**src/rtl/if_prefetch.sv**
```systemverilog
// -----------------------------------------------------------------------------
// if_prefetch
//   Instruction prefetch buffer that sits between an instruction memory and
//   the core IF stage. It issues sequential word fetches, keeps up to
//   MAX_OUTST requests in flight, and queues returned instructions (with
//   their addresses) in a DEPTH-entry FIFO. A flush redirects fetching and
//   silently drops responses to requests issued before the redirect.
//
// Parameters
//   DEPTH      FIFO entries (power of two, 2..8)
//   MAX_OUTST  maximum memory requests in flight (1..DEPTH)
//   RESET_PC   first fetch address after reset
//
// Ports
//   clk, rst               clock; asynchronous active-low reset
//   mem_req_o/mem_addr_o   fetch request and word-aligned address
//   mem_gnt_i              memory accepts the request this cycle
//   mem_rvalid_i/rdata_i   in-order read response
//   inst_valid_o/ready_i   FIFO head handshake towards the core
//   inst_o/inst_addr_o     head instruction/address (NOP/0 when empty)
//   flush_i/flush_addr_i   redirect request and target
// -----------------------------------------------------------------------------
module if_prefetch #(
    parameter int          DEPTH     = 4,
    parameter int          MAX_OUTST = 2,
    parameter logic [31:0] RESET_PC  = 32'h0000_0000
) (
    input  logic        clk,
    input  logic        rst,
    output logic        mem_req_o,
    output logic [31:0] mem_addr_o,
    input  logic        mem_gnt_i,
    input  logic        mem_rvalid_i,
    input  logic [31:0] mem_rdata_i,
    output logic        inst_valid_o,
    input  logic        inst_ready_i,
    output logic [31:0] inst_o,
    output logic [31:0] inst_addr_o,
    input  logic        flush_i,
    input  logic [31:0] flush_addr_i
);

    localparam int PW = (DEPTH > 1) ? $clog2(DEPTH) : 1;  // pointer width
    localparam int CW = PW + 1;                           // counts 0..DEPTH
    localparam logic [CW:0]   DEPTH_S = (CW + 1)'(DEPTH);
    localparam logic [CW-1:0] MAX_S   = CW'(MAX_OUTST);
    localparam logic [31:0]   NOP     = 32'h0000_0013;

    logic          run_reg;
    logic [31:0]   fetch_pc_reg, fetch_pc_next;
    logic [31:0]   resp_pc_reg, resp_pc_next;
    logic [CW-1:0] count_reg, count_next;
    logic [CW-1:0] outst_reg, outst_next;
    logic [CW-1:0] discard_reg, discard_next;
    logic [PW-1:0] wr_ptr_reg, wr_ptr_next;
    logic [PW-1:0] rd_ptr_reg, rd_ptr_next;

    logic          has_rsp;
    logic          room;
    logic          fire;
    logic          drop;
    logic          push;
    logic          pop;
    logic [31:0]   flush_target;
    logic [63:0]   entry [DEPTH];
    logic [63:0]   head;

    // Masking (rather than slicing) keeps every flush_addr_i bit in use.
    assign flush_target = flush_addr_i & 32'hFFFF_FFFC;

    // A response only counts when something is actually in flight.
    assign has_rsp = mem_rvalid_i && (outst_reg != '0);

    // Every issued request reserves a FIFO slot, so a push can never overflow.
    assign room = ({1'b0, count_reg} + {1'b0, outst_reg}) < DEPTH_S;

    // run_reg holds the request off until the first edge after reset release.
    assign mem_req_o  = run_reg && !flush_i && (outst_reg < MAX_S) && room;
    assign mem_addr_o = fetch_pc_reg;
    assign fire       = mem_req_o && mem_gnt_i;

    assign drop = has_rsp && (discard_reg != '0);
    assign push = has_rsp && (discard_reg == '0) && !flush_i;
    assign pop  = inst_valid_o && inst_ready_i && !flush_i;

    // FIFO storage: one register per entry, written at the write pointer.
    for (genvar gi = 0; gi < DEPTH; gi++) begin : g_entry
        logic [63:0] entry_reg;
        always_ff @(posedge clk) begin
            if (push && (wr_ptr_reg == PW'(gi))) begin
                entry_reg <= {resp_pc_reg, mem_rdata_i};
            end
        end
        assign entry[gi] = entry_reg;
    end

    assign head         = entry[rd_ptr_reg];
    assign inst_valid_o = (count_reg != '0);
    assign inst_o       = inst_valid_o ? head[31:0]  : NOP;
    assign inst_addr_o  = inst_valid_o ? head[63:32] : 32'h0;

    always_comb begin
        fetch_pc_next = fetch_pc_reg;
        resp_pc_next  = resp_pc_reg;
        count_next    = count_reg + CW'(push) - CW'(pop);
        outst_next    = outst_reg + CW'(fire) - CW'(has_rsp);
        discard_next  = discard_reg;
        wr_ptr_next   = wr_ptr_reg;
        rd_ptr_next   = rd_ptr_reg;

        if (fire) begin
            fetch_pc_next = fetch_pc_reg + 32'd4;
        end
        if (drop) begin
            discard_next = discard_reg - CW'(1);
        end
        if (push) begin
            wr_ptr_next  = wr_ptr_reg + PW'(1);
            resp_pc_next = resp_pc_reg + 32'd4;
        end
        if (pop) begin
            rd_ptr_next = rd_ptr_reg + PW'(1);
        end

        // Redirect: everything still in flight after this cycle belongs to
        // the old stream and must be thrown away when it returns.
        if (flush_i) begin
            fetch_pc_next = flush_target;
            resp_pc_next  = flush_target;
            count_next    = '0;
            wr_ptr_next   = '0;
            rd_ptr_next   = '0;
            discard_next  = outst_reg - CW'(has_rsp);
        end
    end

    always_ff @(posedge clk or negedge rst) begin
        if (!rst) begin
            run_reg      <= 1'b0;
            fetch_pc_reg <= RESET_PC;
            resp_pc_reg  <= RESET_PC;
            count_reg    <= '0;
            outst_reg    <= '0;
            discard_reg  <= '0;
            wr_ptr_reg   <= '0;
            rd_ptr_reg   <= '0;
        end else begin
            run_reg      <= 1'b1;
            fetch_pc_reg <= fetch_pc_next;
            resp_pc_reg  <= resp_pc_next;
            count_reg    <= count_next;
            outst_reg    <= outst_next;
            discard_reg  <= discard_next;
            wr_ptr_reg   <= wr_ptr_next;
            rd_ptr_reg   <= rd_ptr_next;
        end
    end

endmodule

```
**config.mk**
```make
export PLATFORM = sky130hd
export DESIGN_NAME = if_prefetch
export DESIGN_NICKNAME = d
export VERILOG_FILES = /design/src/rtl/if_prefetch.sv
export SDC_FILE = /design/constraint.sdc
export NUM_CORES = 1
export LEC_CHECK = 0
export CORE_UTILIZATION = 50
export DETAILED_ROUTE_END_ITERATION = 8
export PLACE_DENSITY_LB_ADDON = 0.12
export SLEW_MARGIN = 20
export SYNTH_ARGS = -nofsm -noshare
export SYNTH_HDL_FRONTEND = slang
export SYNTH_SLANG_ARGS = --single-unit
```
**constraint.sdc**
```tcl
create_clock -name clk -period 3.1 [get_ports clk]
set_clock_uncertainty 0.05 [all_clocks]
set_input_delay 0.62 -clock clk [delete_from_list [all_inputs] [get_ports clk]]
set_output_delay 0.62 -clock clk [all_outputs]
set_load 0.02 [all_outputs]
```
### Word-level counts from Yosys, hierarchy flattened

Index checks and enable logic that the tools add are counted.

* bits in registers: 334
* output and inout port bits: 98
* word-level logic and storage cells: 70

* add/subtract/negate cells: 11
* magnitude comparators: 3
* equality and inequality tests: 3
* mux-type cells: 16
* bitwise logic cells: 1
* reductions and logical operators: 24

Operators with widths (count)
* two-way mux 32 bit: 6
* binary-select mux 64 bit (select 2 bit): 1
* two-way mux 64 bit: 2
* adder 32 x 3 -> 32 bit (second input constant): 2
* logical AND 1 bit: 14
* two-way mux 3 bit: 3
* nonzero test 3 bit: 3
* subtractor 3 x 1 -> 3 bit: 3
* two-way mux 2 bit: 4
* nonzero test 2 bit: 4
* adder 3 x 1 -> 3 bit: 2
* adder 2 x 1 -> 2 bit (second input constant): 2
* adder 3 x 3 -> 4 bit: 1
* equality test 2 bit (second input constant): 2
* less-than comparator 4 x 3 -> 1 bit (second input constant): 1
* greater-or-equal comparator 3 bit (second input constant): 1
* logical NOT 3 bit: 1
* less-than comparator 3 x 2 -> 1 bit (second input constant): 1
* NOT 2 -> 3 bit: 1
* subtractor 3 x 1 -> 3 bit (second input constant): 1
* equality test 2 x 1 -> 1 bit (second input constant): 1
* logical NOT 2 bit: 1
* logical NOT 1 bit: 1

### Logic depth before layout (Yosys ltp)

* depth in word-level cells: 7
* gate-level depth with buffers: 13
* gate-level depth less buffers: 12

### Worst setup path after synthesis

OpenSTA, ideal clock, no wires.

* kind: in2reg
* start: input flush_i
* end: register g_entry[1].entry_reg[0] (enable)
* setup time: 426 ps
* data arrival time: 2652 ps
* required time: 2624 ps
* setup slack: -29 ps
* cell stages on the path: 3
* buffers on the path: 1
* cell sequence: clkbuf_1 > nor3_1 > and2_1

* cells in the longest elaborated chain, start to end: 3

RTL lines
* start, declared: RTL line 39 `input logic flush_i,`
* logical NOT 1 bit: RTL line 83 `assign push = has_rsp && (discard_reg == '0) && !flush_i;`
* logical AND 1 bit: RTL line 83
* logical AND 1 bit: RTL line 90 `if (push && (wr_ptr_reg == PW'(gi))) begin`
* end signal, assigned: RTL line 91 `entry_reg <= {resp_pc_reg, mem_rdata_i};`
* end, declared: RTL line 88 `logic [63:0] entry_reg;`

No other way between the ends.
A chain may end at the register's enable or synchronous reset.

### Worst setup path after layout

* start: register rd_ptr_reg[0]
* end: output inst_o[20]

* cells in the longest elaborated chain, start to end: 5

RTL lines
* start, declared: RTL line 56 `logic [PW-1:0] rd_ptr_reg, rd_ptr_next;`
* start signal, assigned: RTL line 155 `rd_ptr_reg <= rd_ptr_next;`
* NOT 2 -> 3 bit (not written as such): RTL line 97 `assign head = entry[rd_ptr_reg];`
* binary-select mux 64 bit (select 2 bit): RTL line 97
* two-way mux 64 bit (not written as such) (2 in a row): RTL line 97
* two-way mux 32 bit: RTL line 99 `assign inst_o = inst_valid_o ? head[31:0] : NOP;`
* end, declared: RTL line 37 `output logic [31:0] inst_o,`

No other way between the ends. The select of a mux whose other input is x is not followed.

==> flow_summary.yaml <==
cts:
  clkLatencyLatePin_ns: 0.50
  clockBufferDepth: 3
  holdBufCountCts: 0
  htree_levels: 2
  cts_tree: "built"
  root_buffer: "clkbuf_16"
  cts_made_buffers: 34
  cts_sinks: 322
  clkSlewWorstSetupHoldPaths_ns: 0.06
grt:
  grt_pass1_vias: 7972
  grt_first_pass_wirelength_mm: 45.1
  antenna_found_initial: 1
  grt-ovfl-total: 0
  grt_max_degree: 63
  grtUsageTotal_pct: 20.9
final_layout:
  multi_input_area_sq_mm: 0.00415
  largest_reg_flops: 248
  drive_above_1_share_pct: 18.4
  n_fill_cell: 1949
  n_antenna_cell: 0
  syn_to_final_growth_pct: 25.4
  postLayoutCoreUtil_pct: 63.8
  finalNetCount: 1119
  area.sequential_sq_mm: 0.00930
worst_setup_path:
  startpoint_type: "flip-flop"
  arrival_ns: 2.31
  cp-end-kind: "primary output"
  critical_path_class: "flip-flop to primary output"
  crit_path_max_fanout: 13
  crit_required_ns: 2.43
power:
  power_density_mw_per_mm2: 753
  leakagePower_nw: 6.29
  vdd_drop_max_mv: 0.481
  finalPower_w: 0.0129
placed_design:
  portBuffers: 161
  pre_cts_slack_ns: 0.157
  hpwl_mm: 17.9
  place_congestion: 0.839
die:
  die_h_microns: 168
  initial_core_util_pct: 50.9
  die_area_sq_mm: 0.0281
  num_rows: 60
  core_area_sq_mm: 0.0270
  die_w_microns: 168
  num_io_pins: 168
timing:
  finalSetupViolCount: 0
  clock.fmax_ghz: 0.336
  hold_viol_final: 0
  layout_setup_ws_ns: 0.122
  rsz0062_at_grt: "no"
  slew_headroom_pct: 35.1
  fin_crit_sh_pct: 96.1
  worst_pin_slew_ns: 0.970
  fin_crit_ns: 2.98
  slew_viol_final: 0
  finalSetupTns_ns: 0
  hold_slack_ns: 0.0773
run:
  drv_cap: 0
logic_synthesis:
  syn_area_sq_mm: 0.0137
  yosysSeqAreaShare_pct: 67.8
  synth_seq_cells: 322
  netlist_instances: 838
  yosys-top-cells-area: "edfxtp_1 (54%), dfrtp_1 (14%), mux4_2 (10%)"
  synth_top_area_cell: "edfxtp_1"
  avgSynthCellArea_sq_um: 16.4
  yosysWarnings: 0
  ys.flop_type: "edfxtp_1"
  post-synth-top-area-fraction_pct: 54.3
  synthArstFlopShare_pct: 23.0
  synth_edf_count: 248
  yosysUniqueCellTypes: 49
routing:
  vias_per_cell: 5.58
  num_vias: 7800
  dr.pass1.iters: 5
  drtIter0Drc: 564
  drc: 0
  ant_nets: 0
  wl_mm: 28.2
  wire_per_inst_microns: 20.2
hold_path:
  hold_class: "input port to asynchronous set/reset pin"
outcome:
  status: "complete, no violations"
-- synth_stat cells (14+ instances only) --
cell type	n
clkbuf_1	20
mux2_2	21
nand2_1	42
dfrtp_1	74
mux4_2	62
buf_2	14
edfxtp_1	248
xnor2_1	22
o21ai_0	24
ha_1	17
nor2_1	22
and2_1	65
inv_1	20
nand4_1	26
nand3_1	29
xor2_1	28
-- final timing paths --
check / from / to / cells after the start / slack, ns
max in group asynchronous: rst / mem_addr_o[15] / 3 / 2.07
setup reg to reg: count_reg[1] / count_reg[2] / 13 / 0.44
hold reg to reg: mem_addr_o[31] / mem_addr_o[31] / 2 / 0.50
setup / recovery: rd_ptr_reg[0] / inst_o[20] / 5 / 0.12
min in group clk: mem_addr_o[31] / mem_addr_o[31] / 2 / 0.50
hold / removal: rst / mem_addr_o[25] / 1 / 0.08
-- per-stage QoR --
| stage | area, sq um | cells |
|---|---|---|
| floorplan | 13700 | 841 |
| global placement | 16000 | 1331 |
| detailed placement | 16000 | 1331 |
| CTS | 17200 | 1397 |
| global route | 17200 | 1397 |
| finish | 17200 | 1397 |
-- routing by layer --
layer  global-route usage, %  up-vias  share of wire, %  wire (microns)
li1                        -     3583                 -               -
met1                    30.4     3936                45           12800
met2                    33.0      248                47           13300
met3                    3.73       33               5.6            1590
met4                    4.87        0               1.5             418
met5                       0        -                 0               0
-- layout make-up --
class,instances,share of cell area (%)
Sequential cell,322,54.1
Multi-Input combinational cell,454,24.1
Timing Repair Buffer,196,11.7
Clock buffer,43,5.58
Tap cell,341,2.48
Clock inverter,19,1.46
Inverter,22,0.481
-- report_power, final --
part | internal, W | leakage [nW] | switching [W]
Sequential | 0.00494 | 3.12 | 0.000273
Combinational | 0.00168 | 2.58 | 0.00177
Clock | 0.00270 | 0.588 | 0.00160
-- cells by family after synthesis --
group	after synthesis	share of synthesized area (%)
DFF	322	67.8
adders and majority gates	19	1.84
other	2	0.0548
xor gates and xnor gates	50	3.19
buffers and inverters	65	2.07
muxes	87	12.2
and+or+nand+nor	235	10.0
AOI/OAI and AO/OA	58	2.78
-- layout by cell type (no fill, tap or decap), types with 6 or more instances in the layout --
master / netlist / layout
edfxtp_1: 248 / 248
clkdlybuf4s50_1: 0 / 97
dfrtp_1: 74 / 72
mux4_2: 62 / 62
and2_1: 65 / 61
dlygate4sd2_1: 0 / 56
nand2_1: 42 / 42
clkbuf_16: 0 / 37
nand3_1: 29 / 29
xor2_1: 28 / 28
nand4_1: 26 / 26
o21ai_0: 24 / 24
xnor2_1: 22 / 22
nor2_1: 22 / 22
mux2_2: 21 / 21
inv_1: 20 / 19
buf_4: 6 / 19
ha_1: 17 / 17
buf_12: 0 / 14
and3_1: 11 / 11
o211ai_1: 9 / 9
clkinv_1: 0 / 7
and4_1: 7 / 7
dlymetal6s2s_1: 0 / 7
a21boi_0: 6 / 6
bufinv_16: 0 / 6
-- critical path: stages (launching register included) --
cell           delay [ns]
dfrtp_4              0.49
buf_12               0.19
buf_12               0.14
mux4_2               0.50
and2_1               0.18
dlygate4sd2_1        0.31
-- timing repair --
action | CTS | global route
setup endpoints to repair | 62 | 7
resized for setup | 59 | 7
setup buffers | 4 | 0
Note: power is estimated with default switching activity, not from simulation.
